===== config.mk =====
export PLATFORM = sky130hd
export DESIGN_NAME = window_fetch_ctrl
export DESIGN_NICKNAME = d
export VERILOG_FILES = /design/src/rtl/window_fetch_ctrl.sv
export SDC_FILE = /design/constraint.sdc
export NUM_CORES = 1
export LEC_CHECK = 0
export ABC_CLOCK_PERIOD_IN_PS = 4200
export BUFFER_PORTS_ARGS = -buffer_cell sky130_fd_sc_hd__buf_2
export CORE_ASPECT_RATIO = 1.1
export CORE_UTILIZATION = 61
export CTS_BUF_LIST = sky130_fd_sc_hd__clkbuf_16
export CTS_CLUSTER_DIAMETER = 40
export DETAILED_ROUTE_END_ITERATION = 10
export PLACE_DENSITY = 0.9
export SETUP_SLACK_MARGIN = 0.02
export SLEW_MARGIN = 30
export SYNTH_ARGS = -nofsm -noshare
export SYNTH_HDL_FRONTEND = slang
export SYNTH_SLANG_ARGS = --single-unit

===== constraint.sdc =====
create_clock -name clk -period 4.2 [get_ports clk]
set_input_delay 0.84 -clock clk [delete_from_list [all_inputs] [get_ports clk]]
set_output_delay 0.84 -clock clk [all_outputs]
set_load 0.02 [all_outputs]

===== src/rtl/window_fetch_ctrl.sv =====
// 3x3 window sequencer: scans interior centre rows column by column, assembles
// windows from frame memory and delays the centre address to match the filter.
module window_fetch_ctrl #(
   parameter int IMG_W    = 64,
   parameter int IMG_H    = 64,
   parameter int ADDR_W   = 12,
   parameter int PIPE_LAT = 4
) (
   input  logic              clk,
   input  logic              rst,
   input  logic              start,
   input  logic              hold,
   output logic              mem_rd,
   output logic [ADDR_W-1:0] mem_addr,
   input  logic [7:0]        mem_data,
   output logic [7:0]        p1,
   output logic [7:0]        p2,
   output logic [7:0]        p3,
   output logic [7:0]        p4,
   output logic [7:0]        p5,
   output logic [7:0]        p6,
   output logic [7:0]        p7,
   output logic [7:0]        p8,
   output logic [7:0]        p9,
   output logic              act,
   output logic              win_valid,
   output logic              wr_en,
   output logic [ADDR_W-1:0] wr_addr,
   output logic              busy,
   output logic              done
);
   localparam int CW = $clog2(IMG_W);
   localparam int RW = $clog2(IMG_H);
   localparam logic [CW-1:0]     COL_LAST  = CW'(IMG_W - 1);
   localparam logic [CW-1:0]     COL_TWO   = CW'(2);
   localparam logic [RW-1:0]     ROW_FIRST = RW'(1);
   localparam logic [RW-1:0]     ROW_LAST  = RW'(IMG_H - 2);
   localparam logic [ADDR_W-1:0] STEP_ROW  = ADDR_W'(IMG_W);
   localparam logic [ADDR_W-1:0] STEP_COL  = ADDR_W'(2 * IMG_W - 1);
   localparam logic [ADDR_W-1:0] CTR_OFS   = ADDR_W'(IMG_W + 1);

   typedef enum logic [1:0] {S_IDLE, S_FETCH, S_DRAIN, S_DONE} state_t;

   state_t              state_q, state_d;
   logic [CW-1:0]       col_q, col_d;
   logic [RW-1:0]       row_q, row_d;
   logic [1:0]          ridx_q, ridx_d;
   logic [ADDR_W-1:0]   addr_q, addr_d;
   logic                rdv_q;
   logic [1:0]          rd_idx_q;
   logic                rd_ok_q;
   logic [ADDR_W-1:0]   rd_addr_q;
   logic [7:0]          c0_q, c1_q;
   logic [23:0]         prv2_q, prv1_q;
   logic [23:0]         winl_q, winm_q, winr_q;
   logic                wv_q;
   logic [ADDR_W-1:0]   waddr_q;
   logic [PIPE_LAT-1:0] vpipe_q;
   logic [ADDR_W-1:0]   apipe_q [PIPE_LAT];
   logic [PIPE_LAT-1:0] vpend;
   logic [23:0]         col_new;
   logic                col_done;
   logic                win_load;

   assign col_new  = {c0_q, c1_q, mem_data};
   assign col_done = rdv_q && (rd_idx_q == 2'd2);
   assign win_load = col_done && rd_ok_q;

   // Address walks top/mid/bottom of a column, then steps back up and right;
   // the same step also wraps to the next centre row.
   always_comb begin
      state_d = state_q;
      col_d   = col_q;
      row_d   = row_q;
      ridx_d  = ridx_q;
      addr_d  = addr_q;
      mem_rd  = 1'b0;
      vpend   = vpipe_q;
      vpend[PIPE_LAT-1] = 1'b0;
      case (state_q)
         S_IDLE: begin
            if (start) begin
               state_d = S_FETCH;
               col_d   = '0;
               row_d   = ROW_FIRST;
               ridx_d  = 2'd0;
               addr_d  = '0;
            end
         end
         S_FETCH: begin
            if (!hold) begin
               mem_rd = 1'b1;
               if (ridx_q == 2'd2) begin
                  ridx_d = 2'd0;
                  addr_d = addr_q - STEP_COL;
                  if (col_q == COL_LAST) begin
                     col_d = '0;
                     row_d = row_q + RW'(1);
                     if (row_q == ROW_LAST) state_d = S_DRAIN;
                  end else begin
                     col_d = col_q + CW'(1);
                  end
               end else begin
                  ridx_d = ridx_q + 2'd1;
                  addr_d = addr_q + STEP_ROW;
               end
            end
         end
         S_DRAIN: begin
            if (!rdv_q && !wv_q && (vpend == '0)) state_d = S_DONE;
         end
         S_DONE:  state_d = S_IDLE;
         default: state_d = S_IDLE;
      endcase
   end

   always_ff @(posedge clk or negedge rst) begin
      if (!rst) begin
         state_q  <= S_IDLE;
         col_q    <= '0;
         row_q    <= '0;
         ridx_q   <= 2'd0;
         addr_q   <= '0;
         rdv_q    <= 1'b0;
         rd_idx_q <= 2'd0;
         rd_ok_q  <= 1'b0;
         wv_q     <= 1'b0;
         waddr_q  <= '0;
         winl_q   <= '0;
         winm_q   <= '0;
         winr_q   <= '0;
         vpipe_q  <= '0;
         for (int i = 0; i < PIPE_LAT; i++) apipe_q[i] <= '0;
      end else begin
         state_q  <= state_d;
         col_q    <= col_d;
         row_q    <= row_d;
         ridx_q   <= ridx_d;
         addr_q   <= addr_d;
         rdv_q    <= mem_rd;
         rd_idx_q <= ridx_q;
         rd_ok_q  <= (col_q >= COL_TWO);
         wv_q     <= win_load;
         if (win_load) begin
            winl_q  <= prv2_q;
            winm_q  <= prv1_q;
            winr_q  <= col_new;
            waddr_q <= rd_addr_q - CTR_OFS;
         end
         vpipe_q[0] <= wv_q;
         apipe_q[0] <= waddr_q;
         for (int i = 1; i < PIPE_LAT; i++) begin
            vpipe_q[i] <= vpipe_q[i-1];
            apipe_q[i] <= apipe_q[i-1];
         end
      end
   end

   // Column shift state; first two columns of a row are masked by rd_ok_q.
   always_ff @(posedge clk) begin
      if (mem_rd) rd_addr_q <= addr_q;
      if (rdv_q && (rd_idx_q == 2'd0)) c0_q <= mem_data;
      if (rdv_q && (rd_idx_q == 2'd1)) c1_q <= mem_data;
      if (col_done) begin
         prv2_q <= prv1_q;
         prv1_q <= col_new;
      end
   end

   assign p1 = winl_q[23:16];
   assign p2 = winm_q[23:16];
   assign p3 = winr_q[23:16];
   assign p4 = winl_q[15:8];
   assign p5 = winm_q[15:8];
   assign p6 = winr_q[15:8];
   assign p7 = winl_q[7:0];
   assign p8 = winm_q[7:0];
   assign p9 = winr_q[7:0];

   assign mem_addr  = addr_q;
   assign win_valid = wv_q;
   assign act       = wv_q;
   assign wr_en     = vpipe_q[PIPE_LAT-1];
   assign wr_addr   = apipe_q[PIPE_LAT-1];
   assign busy      = (state_q == S_FETCH) || (state_q == S_DRAIN);
   assign done      = (state_q == S_DONE);
endmodule


## Yosys cells after proc, flatten, opt, wreduce, memory -nomap -nowiden

Cells that the tools add are included.

- Bits in registers: 245
- Latch bits: 0
- RAM bits: 0
- ROM bits: 0
- Input bits: 12
- Output and inout bits: 102
- Logic and storage cells: 88
- Memories kept: 0

- Add/sub/neg operators: 6
- Multipliers: 0
- Div/mod/pow operators: 0
- $lt $le $gt $ge: 1
- Equality and inequality tests: 14
- Shift-type cells: 0
- Mux-type cells: 27
- Bitwise logic cells: 0
- Reductions and logical operators: 17

Operator list:

| operator | count |
|---|---|
| two-way mux 6 bit | 8 |
| two-way mux 12 bit | 3 |
| case mux 12 bit (2 select lines) | 1 |
| case mux 6 bit (2 select lines) | 2 |
| subtractor 12 x 7 -> 12 bit, second input constant | 2 |
| two-way mux 2 bit | 9 |
| adder 12 x 7 -> 12 bit, second input constant | 1 |
| adder 6 x 1 -> 6 bit, second input constant | 2 |
| equality test 6 bit, second input constant | 2 |
| inequality test 2 bit, second input constant | 6 |
| equality test 2 bit, second input constant | 4 |
| case mux 2 bit (4 select lines) | 1 |
| >= comparator 6 x 2 -> 1 bit, second input constant | 1 |
| logical AND 1 bit | 6 |
| AND reduction 6 bit | 1 |
| AND reduction 5 bit | 1 |
| equality test 2 x 1 -> 1 bit, second input constant | 2 |
| logical NOT 2 bit | 2 |
| case mux 2 bit (2 select lines) | 1 |
| AND reduction 4 bit | 1 |
| logical NOT 3 bit | 1 |
| AND reduction 3 bit | 1 |
| adder 2 x 1 -> 2 bit, second input constant | 1 |
| logical NOT 1 bit | 2 |
| other kinds (3) | 4 |

## Logic depth before layout (Yosys ltp)

Gate-level depths: netlist of run 1.

- Depth in word-level cells: 6
- Gate-level depth with buffers: 8
- Mapped depth without buffers: 6

## Worst setup path after synthesis of run 1

Ideal clock, no wire load.

- Path kind: flip-flop to flip-flop
- Start point: register rd_idx_q[0]
- End point: register winl_q[0]
- Library setup time: 0.065 ns
- Arrival time: 2.766 ns
- Data required time: 4.135 ns
- Slack: 1.369 ns
- Stages on the path, launching flop included: 8
- Path buffers: 2
- Clock period less this slack: 2.831 ns
- Cell sequence: dfrtp_1 > and3b_1 > nand2_1 > inv_1 > clkbuf_1 > clkbuf_1 > nand2_1 > nand2_1

- Cells in the longest elaborated chain, start to end: 3

Ends and longest elaborated chain:

| item | RTL line | text |
|---|---|---|
| from (decl) | 50 | `logic [1:0] rd_idx_q;` |
| from (signal assigned) | 141 | `rd_idx_q <= ridx_q;` |
| equality test 2 bit | 66 | `assign col_done = rdv_q && (rd_idx_q == 2'd2);` |
| logical AND 1 bit | 66 |  |
| named net col_done | 62 | `logic col_done;` |
| logical AND 1 bit | 67 | `assign win_load = col_done && rd_ok_q;` |
| to (signal assigned) | 145 | `winl_q <= prv2_q;` |
| to (decl) | 55 | `logic [23:0] winl_q, winm_q, winr_q;` |

The timed path passes the listed nets, and every way through them passes these cells.
A chain may end at the register's enable or synchronous reset.

## Worst setup path in the final report of run 1

- Start point: register state_q[1]
- End point: output port mem_rd

- Cells in the longest elaborated chain, start to end: 2

Ends and longest elaborated chain:

| item | RTL line | text |
|---|---|---|
| from (decl) | 44 | `state_t state_q, state_d;` |
| from (signal assigned) | 135 | `state_q <= state_d;` |
| equality test 2 x 1 -> 1 bit | 80 | `case (state_q)` |
| two-way mux 1 bit | 80 |  |
| to (decl) | 13 | `output logic mem_rd,` |

No other way between the ends.

==> results of run 1 <==
-- how the worst min path moves through the flow --
stage	slack, ns	endpoint	from	depth (start not counted)
detailed placement	0.33	apipe_q[24]	apipe_q[36]	0
global placement	0.33	apipe_q[12]	apipe_q[24]	0
CTS	0.35	apipe_q[27]	apipe_q[39]	0
floorplan	0.33	apipe_q[12]	apipe_q[24]	0
finish	0.35	apipe_q[24]	apipe_q[36]	0
global route	0.35	wr_addr[5]	apipe_q[17]	0
-- flip-flops by register name, indices dropped and copies added, names as in the netlist --
register and count:
c1_q 8, col_q 6, rd_idx_q 2, mem_addr 12, prv2_q 24, winr_q 24, winm_q 24, state_q 2
rd_addr_q 12, ridx_q 2, apipe_q 36, waddr_q 12, prv1_q 24, rdv_q 1, wr_addr 12, winl_q 24
row_q 6, vpipe_q 4, act 1, c0_q 8, rd_ok_q 1
-- critical path: cells and delay by family (launching register included) --
| kind | cells | cell delay [ns] |
|---|---|---|
| adder cells (fa/ha/maj) | 1 | 0.46 |
| buffers and inverters | 4 | 0.80 |
| flip-flops | 1 | 0.41 |
| AND/OR/NAND/NOR | 1 | 0.19 |
-- synth_stat cells (2+ instances only) --
cell	n
a211oi_1	3
a21o_1	2
a21oi_1	11
a31oi_1	9
buf_4	13
buf_6	2
clkbuf_1	24
dfrtp_1	169
edfxtp_1	76
ha_1	12
inv_1	13
mux2i_1	9
nand2_1	251
nand2b_1	7
nand3_1	11
nand3b_1	4
nand4_1	2
nor2_1	17
nor2b_1	3
nor4_1	6
nor4b_1	2
o211ai_1	3
o21ai_0	28
o31ai_1	10
or3_1	5
or4_1	7
xnor2_1	3
-- where the power goes --
| part | switching [W] | total (W) | internal [W] |
|---|---|---|---|
| clock network | 0.000914 | 0.00219 | 0.00128 |
| logic | 0.00127 | 0.00186 | 0.000590 |
| registers | 0.000448 | 0.00373 | 0.00328 |
-- cell type report --
type / count / area share (%)
sequential: 245 / 62.72
multi-input combinational: 422 / 20.32
clock buffer: 28 / 6.749
timing repair buffer: 119 / 6.062
tap: 188 / 2.266
clock inverter: 20 / 1.410
inverter: 13 / 0.4700
-- metal layers --
| layer | track usage [%] | vias to the layer above | share of wire [%] |
|---|---|---|---|
| met5 | 0 | - | 0 |
| met4 | 8.265 | 0 | 2.6 |
| met3 | 3.721 | 40 | 5.1 |
| met2 | 39.02 | 171 | 50 |
| met1 | 32.67 | 2782 | 42 |
| li1 | - | 2639 | - |
-- cells in the final DEF, fill, tap and decap left out, types with 5 or more instances in the layout --
master and count:
a21oi_1 11, a31oi_1 9, buf_2 112, buf_4 5, clkbuf_16 28, clkinv_1 6, dfrtp_1 169, edfxtp_1 76
ha_1 12, inv_1 13, mux2i_1 9, nand2_1 250, nand2b_1 7, nand3_1 11, nor2_1 17, nor4_1 6
o21ai_0 28, o31ai_1 10, or3_1 5, or4_1 7
-- kinds of logic after synthesis --
logic type                 after synthesis
xor gates and xnor gates                 4
muxes                                   10
adders and majority gates               12
and+or+nand+nor                        321
DFF                                    245
buffers and inverters                   52
AOI/OAI and AO/OA                       75
-- metrics by stage --
| stage | instance area (sq um) | util [%] | setup WS, ns | hold WS (ns) |
|---|---|---|---|---|
| 2_1_floorplan | 8876 | - | 1.369 | 0.3312 |
| 3_3_place_gp | 9534 | 68.01 | 1.606 | 0.3323 |
| 3_5_place_dp | 9534 | 68.01 | 1.554 | 0.3347 |
| 4_1_cts | 10380 | 74.05 | 1.022 | 0.3481 |
| 5_1_grt | 10380 | 74.05 | 0.8348 | 0.3528 |
| 6_report | 10380 | 74.05 | 0.9948 | 0.3478 |
==> flow_summary.toml, run 1 <==
[status]
status = "completed"

[drt]
drcViolationCount = 0
vias = 5632
wl_per_cell_um = 16.53
wirelength_um = 17110
routed_via_density = 5.442
drtAntennaViolNets = 0
drt_iter0_drc = 477
dr.pass1.iters = 5

[yosys]
avgSynthCellArea_sq_um = 12.34
synth_compound_area_share_pct = 5.244
synth_area_leaders = "dfrtp_1 48%, edfxtp_1 26%, nand2_1 11%"
ys_seq_elements = 245
synth_top_area_share_pct = 47.65
yosysUniqueCellTypes = 44
yosys.area_share.adder_pct = 1.692
synth-simple-area-share_pct = 15.25
syn_nets = 743
synth_top_family_by_area = "simple AND/OR/NAND/NOR gates"
synth_cells = 719
synth_warnings = 0
synthMuxAreaShare_pct = 1.142
ys.flop_type = "dfrtp_1"
yosysTopAreaCell = "dfrtp_1"
synth_edf_count = 76
synthArstFlopShare_pct = 68.98
synth_xor_area_share_pct = 0.3947
synth_seq_area_share_pct = 73.36
synth_area_sq_mm = 0.008876

[global_routing]
grt_max_degree = 89
grtUsageTotal_pct = 23.76
grt_pass1_vias = 5419
grt_pass1_wl_um = 27280
antenna_found_initial = 0
grt_overflow_total = 0

[worst_setup_path]
timing.rr.start = "state_q[1]"
cp_max_fo = 16
critPathArrivalTime_ns = 2.37
rr_endpoint = "mem_addr[5]"
crit_path_max_incr_delay_ns = 0.46
required_ns = 3.36
slowest_stage = "ha_1"
path_cells = "inv_1 > ha_1 > inv_1 > nor2_1 > buf_4 > buf_2"
reg2reg_depth = 6
endpoint = "mem_rd"
critPathCaptureType = "output pin"
crit_top_cell = "inv_1"
startpoint = "state_q[1]"
criticalPathCategory = "flop to output pin"
ff2ff_setup_slack_ns = 1.75
cp-start-kind = "flop"

[cells_and_area]
multi_input_area_sq_mm = 0.002110
stdcell_count = 1035
nFillCells = 902
finalNetCount = 851
num_antenna_cells = 0
area_growth_pct = 16.96
layout-drive-gt1-share_pct = 19.48
seqCellArea_sq_mm = 0.006511

[die]
die_w_um = 117.0
dieArea_sq_mm = 0.01504
pin_count = 114
core_area_sq_mm = 0.01402
initial_core_util_pct = 63.31
fp-row-count = 45
die_h_um = 128.5

[timing]
fmax_ghz = 0.3120
final.setup.tns_ns = 0
final-hold-violation-count = 0
fin_crit_sh_pct = 76.31
tightest_slew_ns = 0.8719
finalSetupViolCount = 0
maxSlewViolCount = 0
fin_crit_ns = 3.205
skew_ns = 0.008985
slew_headroom_pct = 41.87
rsz0062_at_grt = "false"

[clock_tree]
clkTransAtPathRegs_ns = 0.06
htreeDepth = 1
cts_sinks = 245
postCtsResizedCells = 0
clock_path_buffers = 3
postCtsHoldBufs = 0
cts_tree = "yes"
cts_buffers = 26
insertion_delay_ns = 0.51
cts-root-buf = "clkbuf_16"
cts_setup_buffers = 0

[placement]
io_buffers = 113
dp.cells = 987
dp_hpwl_um = 10470
place.gp.congestion = 0.8656

[power_and_ir_drop]
ir_worst_vdd_uv = 397.2
total_leakage_power_nw = 4.902
p_total_w = 0.007784
p_per_area_mw_per_mm2 = 749.8

[run]
maxCapViolations = 0

[min_path]
hold_class = "flop to flop"
(Power assumes the default switching activity.)
==> run 2: changes to the inputs <==
--- a/config.mk
+++ b/config.mk
@@ -5,14 +5,14 @@
 export SDC_FILE = /design/constraint.sdc
 export NUM_CORES = 1
 export LEC_CHECK = 0
-export ABC_CLOCK_PERIOD_IN_PS = 4200
+export ABC_CLOCK_PERIOD_IN_PS = 2700
 export BUFFER_PORTS_ARGS = -buffer_cell sky130_fd_sc_hd__buf_2
 export CORE_ASPECT_RATIO = 1.1
-export CORE_UTILIZATION = 61
+export CORE_UTILIZATION = 51
 export CTS_BUF_LIST = sky130_fd_sc_hd__clkbuf_16
 export CTS_CLUSTER_DIAMETER = 40
 export DETAILED_ROUTE_END_ITERATION = 10
-export PLACE_DENSITY = 0.9
+export PLACE_DENSITY = 0.81
 export SETUP_SLACK_MARGIN = 0.02
 export SLEW_MARGIN = 30
 export SYNTH_ARGS = -nofsm -noshare
==> constraint.sdc (replaced) <==
create_clock -name clk -period 2.7 [get_ports clk]
set_input_delay 0.54 -clock clk [delete_from_list [all_inputs] [get_ports clk]]
set_output_delay 0.54 -clock clk [all_outputs]
set_load 0.02 [all_outputs]
==> flow_summary.toml, run 2 (synthesis gave the netlist of run 1 again) <==
[status]
status = "completed"

[cells_and_area]
area_growth_pct = 19.92
seqCellArea_sq_mm = 0.006511
largest_reg_flops = 36
largest-register = "apipe_q"
layout-drive-gt1-share_pct = 20.61
nFillCells = 1317
final_cell_mix = "250 x nand2_1, 169 x dfrtp_1, 112 x buf_2, 76 x edfxtp_1, 30 x clkbuf_16"
num_antenna_cells = 0
final_common_cell = "nand2_1"
multi_input_area_sq_mm = 0.002120
finalNetCount = 860
stdcell_count = 1093
fin_util_pct = 62.55

[worst_setup_path]
rr_endpoint = "mem_addr[3]"
critPathArrivalTime_ns = 1.97
reg2reg_depth = 7
required_ns = 2.16
critPathCaptureType = "output pin"
cp_max_fo = 11
startpoint = "state_q[1]"
endpoint = "mem_rd"
criticalPathCategory = "flop to output pin"
timing.rr.start = "state_q[1]"
cp-start-kind = "flop"
ff2ff_setup_slack_ns = 0.54

[run]
maxCapViolations = 0

[die]
dieArea_sq_mm = 0.01794
initial_core_util_pct = 52.16
die_w_um = 127.8
pin_count = 114
core_area_sq_mm = 0.01702
fp-row-count = 50
die_h_um = 140.4

[global_routing]
grtUsageTotal_pct = 19.05
grt_pass1_vias = 5332
grt_max_degree = 87
antenna_found_initial = 0
grt_pass1_wl_um = 27000
grt_overflow_total = 0

[clock_tree]
cts-root-buf = "clkbuf_16"
htreeDepth = 1
clock_path_buffers = 3
cts_buffers = 29
clkTransAtPathRegs_ns = 0.06
cts_sinks = 245
cts_setup_buffers = 0
cts_tree = "yes"
insertion_delay_ns = 0.52

[timing]
maxSlewViolCount = 0
fin_crit_ns = 2.511
fin_crit_sh_pct = 93.01
holdWs_ns = 0.2557
final.setup.tns_ns = 0
rsz0062_at_grt = "false"
skew_ns = 0.01009
slew_headroom_pct = 41.25
fmax_ghz = 0.3982
final-hold-violation-count = 0
finalSetupViolCount = 0
tightest_slew_ns = 0.8812

[placement]
io_buffers = 113
place.gp.congestion = 0.8582
dp.cells = 1038
dp_hpwl_um = 10610

[drt]
wl_per_cell_um = 15.26
dr.pass1.iters = 5
routed_via_density = 5.054
vias = 5524
wirelength_um = 16680
drt_iter0_drc = 343
drtAntennaViolNets = 0
drcViolationCount = 0

[power_and_ir_drop]
p_total_w = 0.01254
p_per_area_mw_per_mm2 = 1178
ir_worst_vdd_uv = 572.1
total_leakage_power_nw = 5.022

[min_path]
hold_class = "input port to flop"
[run 2: changes by cell type in the layout (fill, tap and decap cells not counted), moves of 2 or more]
cell / previous run / this run
bufinv_16: 1 / 3
inv_1: 13 / 17
clkinv_2: 2 / 0
inv_4: 1 / 3
clkinvlp_4: 2 / 0
buf_4: 5 / 9
clkinv_1: 6 / 2
clkbuf_16: 28 / 30
inv_6: 3 / 6
[run 2: power by group]
part / internal [W] / total (W) / switching [W]
registers: 0.00511 / 0.00575 / 0.000648
logic: 0.000939 / 0.00291 / 0.00197
clock network: 0.00234 / 0.00388 / 0.00154
total: 0.00839 / 0.0125 / 0.00415
[run 2: metrics by stage]
stage               setup WS, ns  cell area (sq um)
floorplan                 0.3959               8877
global placement          0.5271               9652
detailed placement        0.4822               9652
CTS                      0.08076              10640
global route             0.06311              10640
finish                    0.1887              10640
[run 2: layer usage]
metal	track usage (%)	wire, um	vias up
li1	-	-	2673
met1	25.94	7220	2692
met2	31.15	8239	134
met3	3.591	855	25
met4	6.068	362	0
met5	0	0	-
[run 2: repair_timing]
| item | in CTS | in global routing |
|---|---|---|
| endpoints found under the hold margin | 9 | 0 |
| hold buffers | 1 | 0 |
| resized for setup | 0 | 1 |
| endpoints found under the setup margin | 0 | 1 |
[run 2: critical path, cell delays in order, from the launching register on]
cell	delay, ns
dfrtp_1	0.41
inv_1	0.09
ha_1	0.33
inv_2	0.17
nor2_1	0.24
buf_2	0.21
[run 2: worst min path at each step]
stage                            from           to  slack [ns]  cells after the start
after floorplan                   rst          act        0.24                      0
after global placement    apipe_q[40]  apipe_q[28]        0.33                      0
after detailed placement  apipe_q[25]  apipe_q[13]        0.33                      0
after CTS                 mem_data[1]    prv1_q[1]        0.25                      1
after global routing      mem_data[1]    prv1_q[1]        0.25                      1
final                     mem_data[1]    prv1_q[1]        0.26                      1
[run 2: cell type report]
| class | count | share of cell area [%] |
|---|---|---|
| inverters | 13 | 0.4584 |
| well taps | 234 | 2.751 |
| clock buffers | 30 | 7.053 |
| multi-input cells | 422 | 19.91 |
| clock inverters | 24 | 2.175 |
| repair buffers | 125 | 6.477 |
| flip-flops and latches | 245 | 61.17 |
==> run 3: changes to the inputs <==
--- a/config.mk
+++ b/config.mk
@@ -7,12 +7,14 @@
 export LEC_CHECK = 0
 export ABC_CLOCK_PERIOD_IN_PS = 2700
 export BUFFER_PORTS_ARGS = -buffer_cell sky130_fd_sc_hd__buf_2
+export CELL_PAD_IN_SITES_DETAIL_PLACEMENT = 1
+export CELL_PAD_IN_SITES_GLOBAL_PLACEMENT = 1
 export CORE_ASPECT_RATIO = 1.1
-export CORE_UTILIZATION = 51
+export CORE_UTILIZATION = 42
 export CTS_BUF_LIST = sky130_fd_sc_hd__clkbuf_16
 export CTS_CLUSTER_DIAMETER = 40
 export DETAILED_ROUTE_END_ITERATION = 10
-export PLACE_DENSITY = 0.81
+export PLACE_DENSITY = 0.83
 export SETUP_SLACK_MARGIN = 0.02
 export SLEW_MARGIN = 30
 export SYNTH_ARGS = -nofsm -noshare
==> flow_summary.toml, run 3 (synthesis gave the netlist of run 1 again) <==
[worst_setup_path]
critPathCaptureType = "output pin"
critPathArrivalTime_ns = 2.01
rr_endpoint = "mem_addr[3]"
reg2reg_depth = 7
cp_max_fo = 9
timing.rr.start = "state_q[0]"
ff2ff_setup_slack_ns = 0.55
cp-start-kind = "flop"
criticalPathCategory = "flop to output pin"
required_ns = 2.16

[min_path]
hold_class = "input port to flop"
hold_depth = 1
min_to = "prv1_q[1]"
min_from = "mem_data[1]"

[drt]
drtAntennaViolNets = 0
vias = 5720
wirelength_um = 19560
drcViolationCount = 0
dr.pass1.iters = 4
drt_iter0_drc = 282
routed_via_density = 5.093
wl_per_cell_um = 17.41

[global_routing]
grt_overflow_total = 0
grt_max_degree = 67
grtUsageTotal_pct = 18.50
grt_pass1_vias = 6016
antenna_found_initial = 0
grt_pass1_wl_um = 31460

[timing]
finalSetupViolCount = 0
maxSlewViolCount = 0
final.setup.tns_ns = 0
skew_ns = 0.009318
layout_setup_ws_ns = 0.1468
fmax_ghz = 0.3917
fin_crit_ns = 2.553
slew_headroom_pct = 54.29
final-hold-violation-count = 0
tightest_slew_ns = 0.6856
rsz0062_at_grt = "false"
fin_crit_sh_pct = 94.56

[cells_and_area]
layout-drive-gt1-share_pct = 21.11
final_cell_mix = "250 x nand2_1, 169 x dfrtp_1, 112 x buf_2, 76 x edfxtp_1, 31 x clkbuf_16"
largest-register = "apipe_q"
fin_util_pct = 52.27
area_growth_pct = 21.58
nFillCells = 2173
num_antenna_cells = 0
seqCellArea_sq_mm = 0.006511
final_common_cell = "nand2_1"
finalNetCount = 866
largest_reg_flops = 36
multi_input_area_sq_mm = 0.002117

[run]
maxCapViolations = 0

[status]
status = "completed"

[die]
dieArea_sq_mm = 0.02172
fp-row-count = 55
pin_count = 114
initial_core_util_pct = 42.99
die_w_um = 140.6
core_area_sq_mm = 0.02064
die_h_um = 154.5

[clock_tree]
insertion_delay_ns = 0.54
clkTransAtPathRegs_ns = 0.06
cts_tree = "yes"
cts_sinks = 245
clock_path_buffers = 3
htreeDepth = 1
cts_buffers = 31
cts-root-buf = "clkbuf_16"

[placement]
dp_slack_ns = 0.4600
place.gp.congestion = 0.8118
dp_hpwl_um = 12600
io_buffers = 113

[power_and_ir_drop]
total_leakage_power_nw = 5.086
p_per_area_mw_per_mm2 = 1199
p_total_w = 0.01294
ir_worst_vdd_uv = 491.6
## run 3: area by class of cell
cell class              count  share of cell area, %
flip-flops and latches    245                  60.34
multi-input cells         422                  19.62
clock buffers              31                  7.188
repair buffers            129                  6.783
well taps                 256                  2.968
clock inverters            27                  2.655
inverters                  13                 0.4522
## run 3: how the worst max path moves through the flow
| stage | start | end | slack, ns |
|---|---|---|---|
| 6_report | state_q[1] | mem_rd | 0.15 |
| 5_1_grt | state_q[1] | mem_rd | 0.03 |
| 4_1_cts | state_q[1] | mem_rd | 0.05 |
| 3_5_place_dp | hold | mem_addr[3] | 0.46 |
| 3_3_place_gp | hold | mem_addr[3] | 0.51 |
| 2_1_floorplan | state_q[1] | mem_rd | 0.40 |
## run 3: critical path: stages (launching register included)
cell	delay (ns)
dfrtp_1	0.41
inv_1	0.09
ha_2	0.26
buf_4	0.18
inv_1	0.06
nor2_1	0.25
buf_2	0.22
## run 3: metal layers
metal / GRT usage [%] / share of wire, % / routed length, um
met5: 0 / 0 / 0
met4: 6.781 / 2.6 / 502
met3: 3.282 / 3.6 / 710
met2: 31.13 / 50 / 9770
met1: 24.06 / 44 / 8572
## run 3: what timing repair did
action / 4_1_cts / 5_1_grt
gates resized for setup: 0 / 1
hold endpoints to repair: 41 / 0
hold buffers: 1 / 0
setup buffers: 0 / 0
endpoints found under the setup margin: 0 / 1
## run 3: stage by stage
step / cell area, sq um / std cells / hold WS, ns
after floorplan: 8877 / 719 / 0.2444
after global placement: 9717 / 1064 / 0.3311
after detailed placement: 9717 / 1064 / 0.3363
after CTS: 10790 / 1123 / 0.2227
after global routing: 10790 / 1123 / 0.2262
final: 10790 / 1123 / 0.2530
## run 3: where the power goes
group | internal [W] | switching, W | leakage [nW] | total, W
logic | 0.000959 | 0.00203 | 1.75 | 0.00299
clock network | 0.00259 | 0.00158 | 0.543 | 0.00417
registers | 0.00511 | 0.000666 | 2.80 | 0.00577
total | 0.00866 | 0.00428 | 5.09 | 0.0129
